===== src/rtl/mips_seq_pkg.sv =====
// Shared types and constants for the MIPS Harvard-to-shared-bus memory sequencer.
package mips_seq_pkg;

  localparam int unsigned WORD_W = 32;

  typedef enum logic [2:0] {
    FETCH,
    FWAIT,
    DECIDE,
    DREQ,
    DWAIT,
    EXEC,
    HALT
  } seq_state_t;

endpackage


===== src/rtl/mips_seq_wait_timer.sv =====
// Counts consecutive bus wait cycles; flags expiry once the count reaches WAIT_LIMIT.
module mips_seq_wait_timer #(
  parameter int unsigned WAIT_LIMIT = 255
) (
  input  logic clk,
  input  logic reset_n,
  input  logic count_en,
  input  logic clear,
  output logic expired
);

  localparam int unsigned CntW = (WAIT_LIMIT > 0) ? $clog2(WAIT_LIMIT + 1) : 1;
  localparam logic [CntW-1:0] Limit = CntW'(WAIT_LIMIT);

  logic [CntW-1:0] cnt_q;

  always_ff @(posedge clk or negedge reset_n) begin
    if (!reset_n) begin
      cnt_q <= '0;
    end else if (clear) begin
      cnt_q <= '0;
    end else if (count_en && !expired) begin
      cnt_q <= cnt_q + CntW'(1);
    end
  end

  assign expired = (cnt_q == Limit);

endmodule


===== src/rtl/mips_harvard_mem_sequencer.sv =====
// Serialises a Harvard MIPS core's fetch and data accesses onto one shared memory bus,
// freezing the core between them and enabling it for exactly one cycle per instruction.
module mips_harvard_mem_sequencer
  import mips_seq_pkg::*;
#(
  parameter int unsigned WAIT_LIMIT = 255
) (
  input  logic              clk,
  input  logic              reset_n,
  input  logic [WORD_W-1:0] cpu_instr_address,
  output logic [WORD_W-1:0] cpu_instr_readdata,
  input  logic [WORD_W-1:0] cpu_data_address,
  input  logic              cpu_data_read,
  input  logic              cpu_data_write,
  input  logic [WORD_W-1:0] cpu_data_writedata,
  output logic [WORD_W-1:0] cpu_data_readdata,
  input  logic              cpu_active,
  output logic              cpu_clk_enable,
  output logic [WORD_W-1:0] mem_address,
  output logic              mem_read,
  output logic              mem_write,
  output logic [WORD_W-1:0] mem_writedata,
  input  logic [WORD_W-1:0] mem_readdata,
  input  logic              mem_waitrequest,
  output logic [WORD_W-1:0] instr_count,
  output logic              bus_error
);

  seq_state_t        state_q, state_d;
  logic [WORD_W-1:0] instr_q;
  logic [WORD_W-1:0] data_q;
  logic [WORD_W-1:0] count_q;
  logic              bus_error_q;

  logic fetch_req;
  logic dreq_rd;
  logic dreq_wr;
  logic in_access;
  logic stalled;
  logic wait_expired;
  logic timeout;

  // A simultaneous load and store request is resolved as a load.
  assign fetch_req = (state_q == FETCH) && cpu_active;
  assign dreq_rd   = (state_q == DREQ) && cpu_data_read;
  assign dreq_wr   = (state_q == DREQ) && cpu_data_write && !cpu_data_read;
  assign in_access = fetch_req || (state_q == DREQ);
  assign stalled   = in_access && mem_waitrequest;
  assign timeout   = stalled && wait_expired;

  mips_seq_wait_timer #(
    .WAIT_LIMIT(WAIT_LIMIT)
  ) u_wait_timer (
    .clk     (clk),
    .reset_n (reset_n),
    .count_en(stalled),
    .clear   (!stalled),
    .expired (wait_expired)
  );

  always_comb begin
    state_d        = state_q;
    mem_read       = 1'b0;
    mem_write      = 1'b0;
    mem_address    = cpu_instr_address;
    mem_writedata  = '0;
    cpu_clk_enable = 1'b0;

    unique case (state_q)
      FETCH: begin
        if (!cpu_active || timeout) begin
          state_d = HALT;
        end else if (!mem_waitrequest) begin
          state_d = FWAIT;
        end
      end
      FWAIT: state_d = DECIDE;
      DECIDE: begin
        if (cpu_data_read || cpu_data_write) begin
          state_d = DREQ;
        end else begin
          state_d = EXEC;
        end
      end
      DREQ: begin
        mem_address = cpu_data_address;
        if (timeout) begin
          state_d = HALT;
        end else if (!mem_waitrequest) begin
          state_d = dreq_rd ? DWAIT : EXEC;
        end
      end
      DWAIT: state_d = EXEC;
      EXEC: begin
        cpu_clk_enable = 1'b1;
        state_d        = FETCH;
      end
      HALT:    state_d = HALT;
      default: state_d = HALT;
    endcase

    // Strobes are gated by reset so the bus sees nothing while the core is held.
    mem_read  = reset_n && !timeout && (fetch_req || dreq_rd);
    mem_write = reset_n && !timeout && dreq_wr;
    if (dreq_wr) begin
      mem_writedata = cpu_data_writedata;
    end
  end

  always_ff @(posedge clk or negedge reset_n) begin
    if (!reset_n) begin
      state_q     <= FETCH;
      instr_q     <= '0;
      data_q      <= '0;
      count_q     <= '0;
      bus_error_q <= 1'b0;
    end else begin
      state_q <= state_d;
      if (state_q == FWAIT) begin
        instr_q <= mem_readdata;
      end
      if (state_q == DWAIT) begin
        data_q <= mem_readdata;
      end
      if (state_q == EXEC) begin
        count_q <= count_q + WORD_W'(1);
      end
      if (timeout) begin
        bus_error_q <= 1'b1;
      end
    end
  end

  assign cpu_instr_readdata = instr_q;
  assign cpu_data_readdata  = data_q;
  assign instr_count        = count_q;
  assign bus_error          = bus_error_q;

endmodule


===== config.mk =====
export PLATFORM = sky130hd
export DESIGN_NAME = mips_harvard_mem_sequencer
export DESIGN_NICKNAME = d
export VERILOG_FILES = /design/src/rtl/mips_seq_pkg.sv /design/src/rtl/mips_seq_wait_timer.sv /design/src/rtl/mips_harvard_mem_sequencer.sv
export SDC_FILE = /design/constraint.sdc
export NUM_CORES = 1
export LEC_CHECK = 0
export CAP_MARGIN = 20
export CORE_MARGIN = 4
export CORE_UTILIZATION = 35
export CTS_CLUSTER_DIAMETER = 40
export DETAILED_ROUTE_END_ITERATION = 12
export PLACE_DENSITY = 0.75
export SLEW_MARGIN = 20
export SYNTH_ARGS = -nofsm -noshare
export SYNTH_HDL_FRONTEND = slang
export SYNTH_HIERARCHICAL = 1
export SYNTH_SLANG_ARGS = --single-unit

===== constraint.sdc =====
create_clock -name clk -period 3.3 [get_ports clk]
set_clock_uncertainty 0.05 [all_clocks]
set_input_delay 0.66 -clock clk [delete_from_list [all_inputs] [get_ports clk]]
set_output_delay 0.66 -clock clk [all_outputs]
set_load 0.05 [all_outputs]

---- Word-level counts from Yosys, hierarchy flattened ----
Index checks and enable logic that the tools add are counted.
word-level totals
  bits in registers ....................... 108
  latch bits .............................. 0
  memory bits (writable) .................. 0
  ROM bits ................................ 0
  output and inout bits ................... 164
  word-level logic and storage cells ...... 49
  memories ................................ 0
cells by class
  add/sub/neg operators ................... 2
  $mul .................................... 0
  div/mod/pow operators ................... 0
  magnitude comparators ................... 0
  equality and inequality tests ........... 9
  shift-type cells ........................ 0
  mux-type cells .......................... 12
  bitwise gates (word level) .............. 0
  reduce and logical (&&, ||, !) cells .... 20
operator list
  kind                                                   count
  two-way mux 32 bit                                     2
  adder 32 x 1 -> 32 bit, second input constant          1
  case mux 3 bit (6 select lines)                        1
  two-way mux 8 bit                                      2
  two-way mux 3 bit                                      5
  logical AND 1 bit                                      10
  adder 8 x 1 -> 8 bit, second input constant            1
  == test 8 bit, second input constant                   1
  == test 3 x 2 -> 1 bit, second input constant          2
  == test 3 bit, second input constant                   2
  logical NOT 1 bit                                      4
  logical OR 1 bit                                       4
  == test 3 x 1 -> 1 bit, second input constant          1
  logical NOT 3 bit                                      1
  inequality test 3 x 2 -> 1 bit, second input constant  1
  inequality test 3 bit, second input constant           1
  two-way mux 1 bit                                      2
  inequality test 2 x 1 -> 1 bit, second input constant  1
  AND reduction 2 bit                                    1

---- Logic depth before layout (Yosys ltp) ----
  depth in word-level cells ............... 8
  mapped depth ............................ 7
  mapped depth without buffers ............ 7

---- Hierarchy ----
The synthesis kept the hierarchy.
by module, submodules not included
  module                      instances  cells an instance  area each (um2)  sequential area each (um2)
  mips_harvard_mem_sequencer  1          371                4669.5           2502.4
  mips_seq_wait_timer         1          47                 469.2            200.2

---- Least setup slack after synthesis ----
OpenSTA, ideal clock, no wires.
  kind .................................... in2out
  start ................................... input cpu_active
  end ..................................... output mem_write
  data arrival time ....................... 1915 ps
  setup slack ............................. 675 ps
  stages .................................. 5
  path buffers ............................ 0
  cells stage by stage .................... inv_1 -> or3_1 -> a211oi_2 -> nand2_1 -> and3_1
on the way
  word-level cells in the longest chain between the ends .. 7
RTL lines
  what                             RTL line                           RTL
  start: declaration               mips_harvard_mem_sequencer.sv:17   input logic cpu_active,
  logical AND 1 bit                mips_harvard_mem_sequencer.sv:44   assign fetch_req = (state_q == FETCH) && cpu_active;
  logical OR 1 bit                 mips_harvard_mem_sequencer.sv:47   assign in_access = fetch_req || (state_q == DREQ);
  logical AND 1 bit                mips_harvard_mem_sequencer.sv:48   assign stalled = in_access && mem_waitrequest;
  named net stalled                mips_harvard_mem_sequencer.sv:39   logic stalled;
  logical AND 1 bit                mips_harvard_mem_sequencer.sv:49   assign timeout = stalled && wait_expired;
  logical NOT 1 bit                mips_harvard_mem_sequencer.sv:104  mem_write = reset_n && !timeout && dreq_wr;
  logical AND 1 bit (2 in series)  mips_harvard_mem_sequencer.sv:104
  end: declaration                 mips_harvard_mem_sequencer.sv:21   output logic mem_write,
The timed path passes the listed nets, and every way through them passes these cells.

---- Final worst setup path ----
Same ends and word-level chain as after synthesis.

==> results.md <==
* Seq pwr share at 0.267
* Vias at 4,428
* CP endpoint kind: primary output
* Clock Sinks at 108
* Slew at the pin closest to its max-slew limit at 0.833 ns
* Cell area power density at 877 nW/um^2
* Pins Over Slew Limit at 0
* Area Growth Syn to Fin at 73.4%
* Fmax at 0.323 GHz
* Max-cap violations at 0
* Syn Area/Cell at 12.3 sq um
* Initial drt markers at 243
* Sequential area share after synthesis at 0.526
* Die W at 129 um
* ANT nets after route at 0
* VDD IR max at 0.000748 V
* Worst-path fanout max at 3
* CTS hold repair buffers at 0
* Vias in the first global route at 4,579
* Net Sw Frac at 0.459
* DP Area at 8580 sq um
* Wirelength, routed at 16,900 um
* Drt pass-1 iters at 4
* Outcome: completed
* Avg WL per Cell at 18.7 um
* RSZ-0062 raised after global routing: false
* Int Power at 4.23 mW
* Endpoints failing setup at 0
* Cell area after synthesis at 5140 sq um
* Clk slew on worst S/H paths at 0.07 ns
* First-pass GRT wire length at 25,700 um
* Switching pwr at 3.58 mW
* Gr ovfl total at 0
* Std-Cell Rows at 44
* Tmin final at 3.09 ns
* Io pins at 298
* Clk_lat worst skew at 0.34 ns
* Post-synthesis instance total at 418
* Post_cts resized at 0
* Hold slack at 0.0841 ns
* Share of layout cells above drive strength 1 at 0.275
* Setup TNS at 0 ns
* H-tree levels at 3
* DR DRC count at 0
* LEAKAGE at 3.75 nW
* Post-CTS setup buffer count at 0
* Largest net degree at the start of global routing at 66
* Syn nets at 554
* Final Wtd Congestion at 0.816
* Port bufs at 297
* Flops & latches, synth at 108
* Distinct cells, synth at 44
* Root Driver: clkbuf_16
* Initial Utilization at 0.355
* Die area at 16,700 sq um
* Critical path class: input pin to primary output
* Clock power share at 0.148
* Layout Nets at 852
* Initial antenna violation count at 1
* CTS tree: yes
* GRT Overall Usage at 0.197
* Req. time, crit path at 2.59 ns
* Core area at 14,500 sq um
* Crit share post-route at 0.937
* Final hold vios at 0
* Combinational share of power at 0.584
* Worst slew margin at 0.444
* Hold Path Class: input pin to async pin
* Startpoint types: input pin
* Vias per cell at 4.89
* Diodes inserted at 0
* Total power at 7.81 mW
* Yosys warnings at 6
* Worst Path Arrival at 2.38 ns
* Hpwl dp at 13,800 um
* Chip height at 129 um
* Clock tree buffer depth at 2
* Finished Cell Area at 8910 sq um
* CTS buffer count at 9
## power groups by stage
stage	combinational, mW	sequential [mW]	clock (mW)
3_3_place_gp	4.54	2.08	0
3_5_place_dp	4.60	2.12	0
2_1_floorplan	1.52	3.56	0
5_1_grt	4.75	2.16	1.27
6_report	4.57	2.09	1.16
4_1_cts	4.61	2.09	1.20
## layout make-up
cell class                      count  area [sq um]
Multi-Input combinational cell    285          2350
Timing Repair Buffer              305          3280
Tap cell                          184           230
Inverter                            7          26.3
Clock buffer                       11           243
Sequential cell                   108          2700
Fill cell                        1160          5570
Clock inverter                      5          82.6
## per-layer routing
metal	GRT usage	vias up	share of wire
met5	0	-	0.00077
met4	0.0432	2	0.015
met3	0.0631	23	0.076
met2	0.312	157	0.49
met1	0.267	2180	0.42
li1	-	2066	-
## placed cells by master, fill, tap and decap left out, types with 3 or more instances in the layout
cell | netlist | routed
mux2_2 | 98 | 98
xor2_1 | 12 | 12
nor3_1 | 4 | 4
o21ai_0 | 3 | 3
nand3_1 | 14 | 14
buf_4 | 1 | 42
clkbuf_16 | 0 | 9
buf_12 | 0 | 33
nor2_1 | 13 | 13
clkdlybuf4s50_1 | 0 | 230
xnor2_1 | 19 | 19
inv_1 | 7 | 7
a21oi_1 | 5 | 5
a211oi_1 | 4 | 4
dfrtp_1 | 108 | 108
and2_1 | 33 | 33
and4_1 | 5 | 5
a31oi_1 | 3 | 3
nand2b_1 | 4 | 4
nand4_1 | 7 | 7
and3_1 | 9 | 9
nand2_1 | 22 | 22
## synthesized netlist by cell type
master | count | area share
a2bb2oi_1 | 1 | 0.0017
and3_1 | 9 | 0.011
and2_1 | 33 | 0.040
dfrtp_1 | 108 | 0.53
a211oi_1 | 4 | 0.0058
a221oi_1 | 1 | 0.0017
ha_1 | 2 | 0.0049
or3_1 | 2 | 0.0024
o22ai_1 | 1 | 0.0012
mux2i_1 | 1 | 0.0019
a21oi_1 | 5 | 0.0049
inv_1 | 7 | 0.0051
and3b_1 | 1 | 0.0017
and4_2 | 1 | 0.0019
and4_1 | 5 | 0.0085
nor3b_2 | 1 | 0.0024
nand3_1 | 14 | 0.014
nor2_1 | 13 | 0.0095
buf_4 | 1 | 0.0015
nor2b_1 | 2 | 0.0024
a21boi_2 | 1 | 0.0022
nand2_1 | 22 | 0.016
a31oi_1 | 3 | 0.0037
nand4_1 | 7 | 0.0085
buf_2 | 7 | 0.0068
nor3_1 | 4 | 0.0039
o21bai_1 | 2 | 0.0029
nor4b_1 | 1 | 0.0017
a2111o_1 | 1 | 0.0022
xnor2_1 | 19 | 0.032
nor4_1 | 2 | 0.0024
nor3b_1 | 3 | 0.0044
a211oi_2 | 1 | 0.0024
o21a_1 | 1 | 0.0015
clkbuf_1 | 10 | 0.0073
nand2b_1 | 4 | 0.0049
and2_2 | 1 | 0.0015
xor2_1 | 12 | 0.020
o21ai_0 | 3 | 0.0029
mux2_2 | 98 | 0.21
and4_4 | 1 | 0.0022
nand3b_1 | 1 | 0.0015
or4_4 | 1 | 0.0022
mux2_4 | 1 | 0.0029
## critical path, cell delays in order
cell and delay (ns):
clkdlybuf4s50_1 0.48, inv_1 0.06, or3_1 0.41, a211oi_2 0.25
nand2_1 0.14, and3_1 0.23, buf_12 0.15
## cell families after synthesis
| group | count (synthesis) | synth area share |
|---|---|---|
| adder cells (fa/ha/maj) | 2 | 0.00487 |
| AND/OR/NAND/NOR | 128 | 0.143 |
| AO/OA/AOI/OAI | 24 | 0.0331 |
| flip-flops | 108 | 0.526 |
| XOR/XNOR | 31 | 0.0528 |
| multiplexers | 100 | 0.220 |
| buffers and inverters | 25 | 0.0207 |
## registers in the layout, summed over array words and instances (netlist names)
register,cells
u_wait_timer/cnt_q,8
state_q,3
instr_count,32
bus_error,1
cpu_instr_readdata,32
cpu_data_readdata,32
## worst paths after layout
kind,start,end,slack (ns),cells past startpoint
hold reg to reg,bus_error,bus_error,0.43,1
setup / recovery,cpu_active,mem_write,0.21,7
max in group asynchronous,reset_n,cpu_data_readdata[19],2.07,2
setup reg to reg,state_q[0],instr_count[31],0.91,5
min in group clk,bus_error,bus_error,0.43,1
hold / removal,reset_n,cpu_data_readdata[1],0.08,1
## metrics by stage
step	utilization	instances	setup slack [ns]
after floorplan	-	418	0.675
after global placement	0.593	889	0.304
after detailed placement	0.593	889	0.228
after CTS	0.615	905	0.218
after global routing	0.615	905	0.103
final	0.615	905	0.207
(Power assumes the default switching activity.)
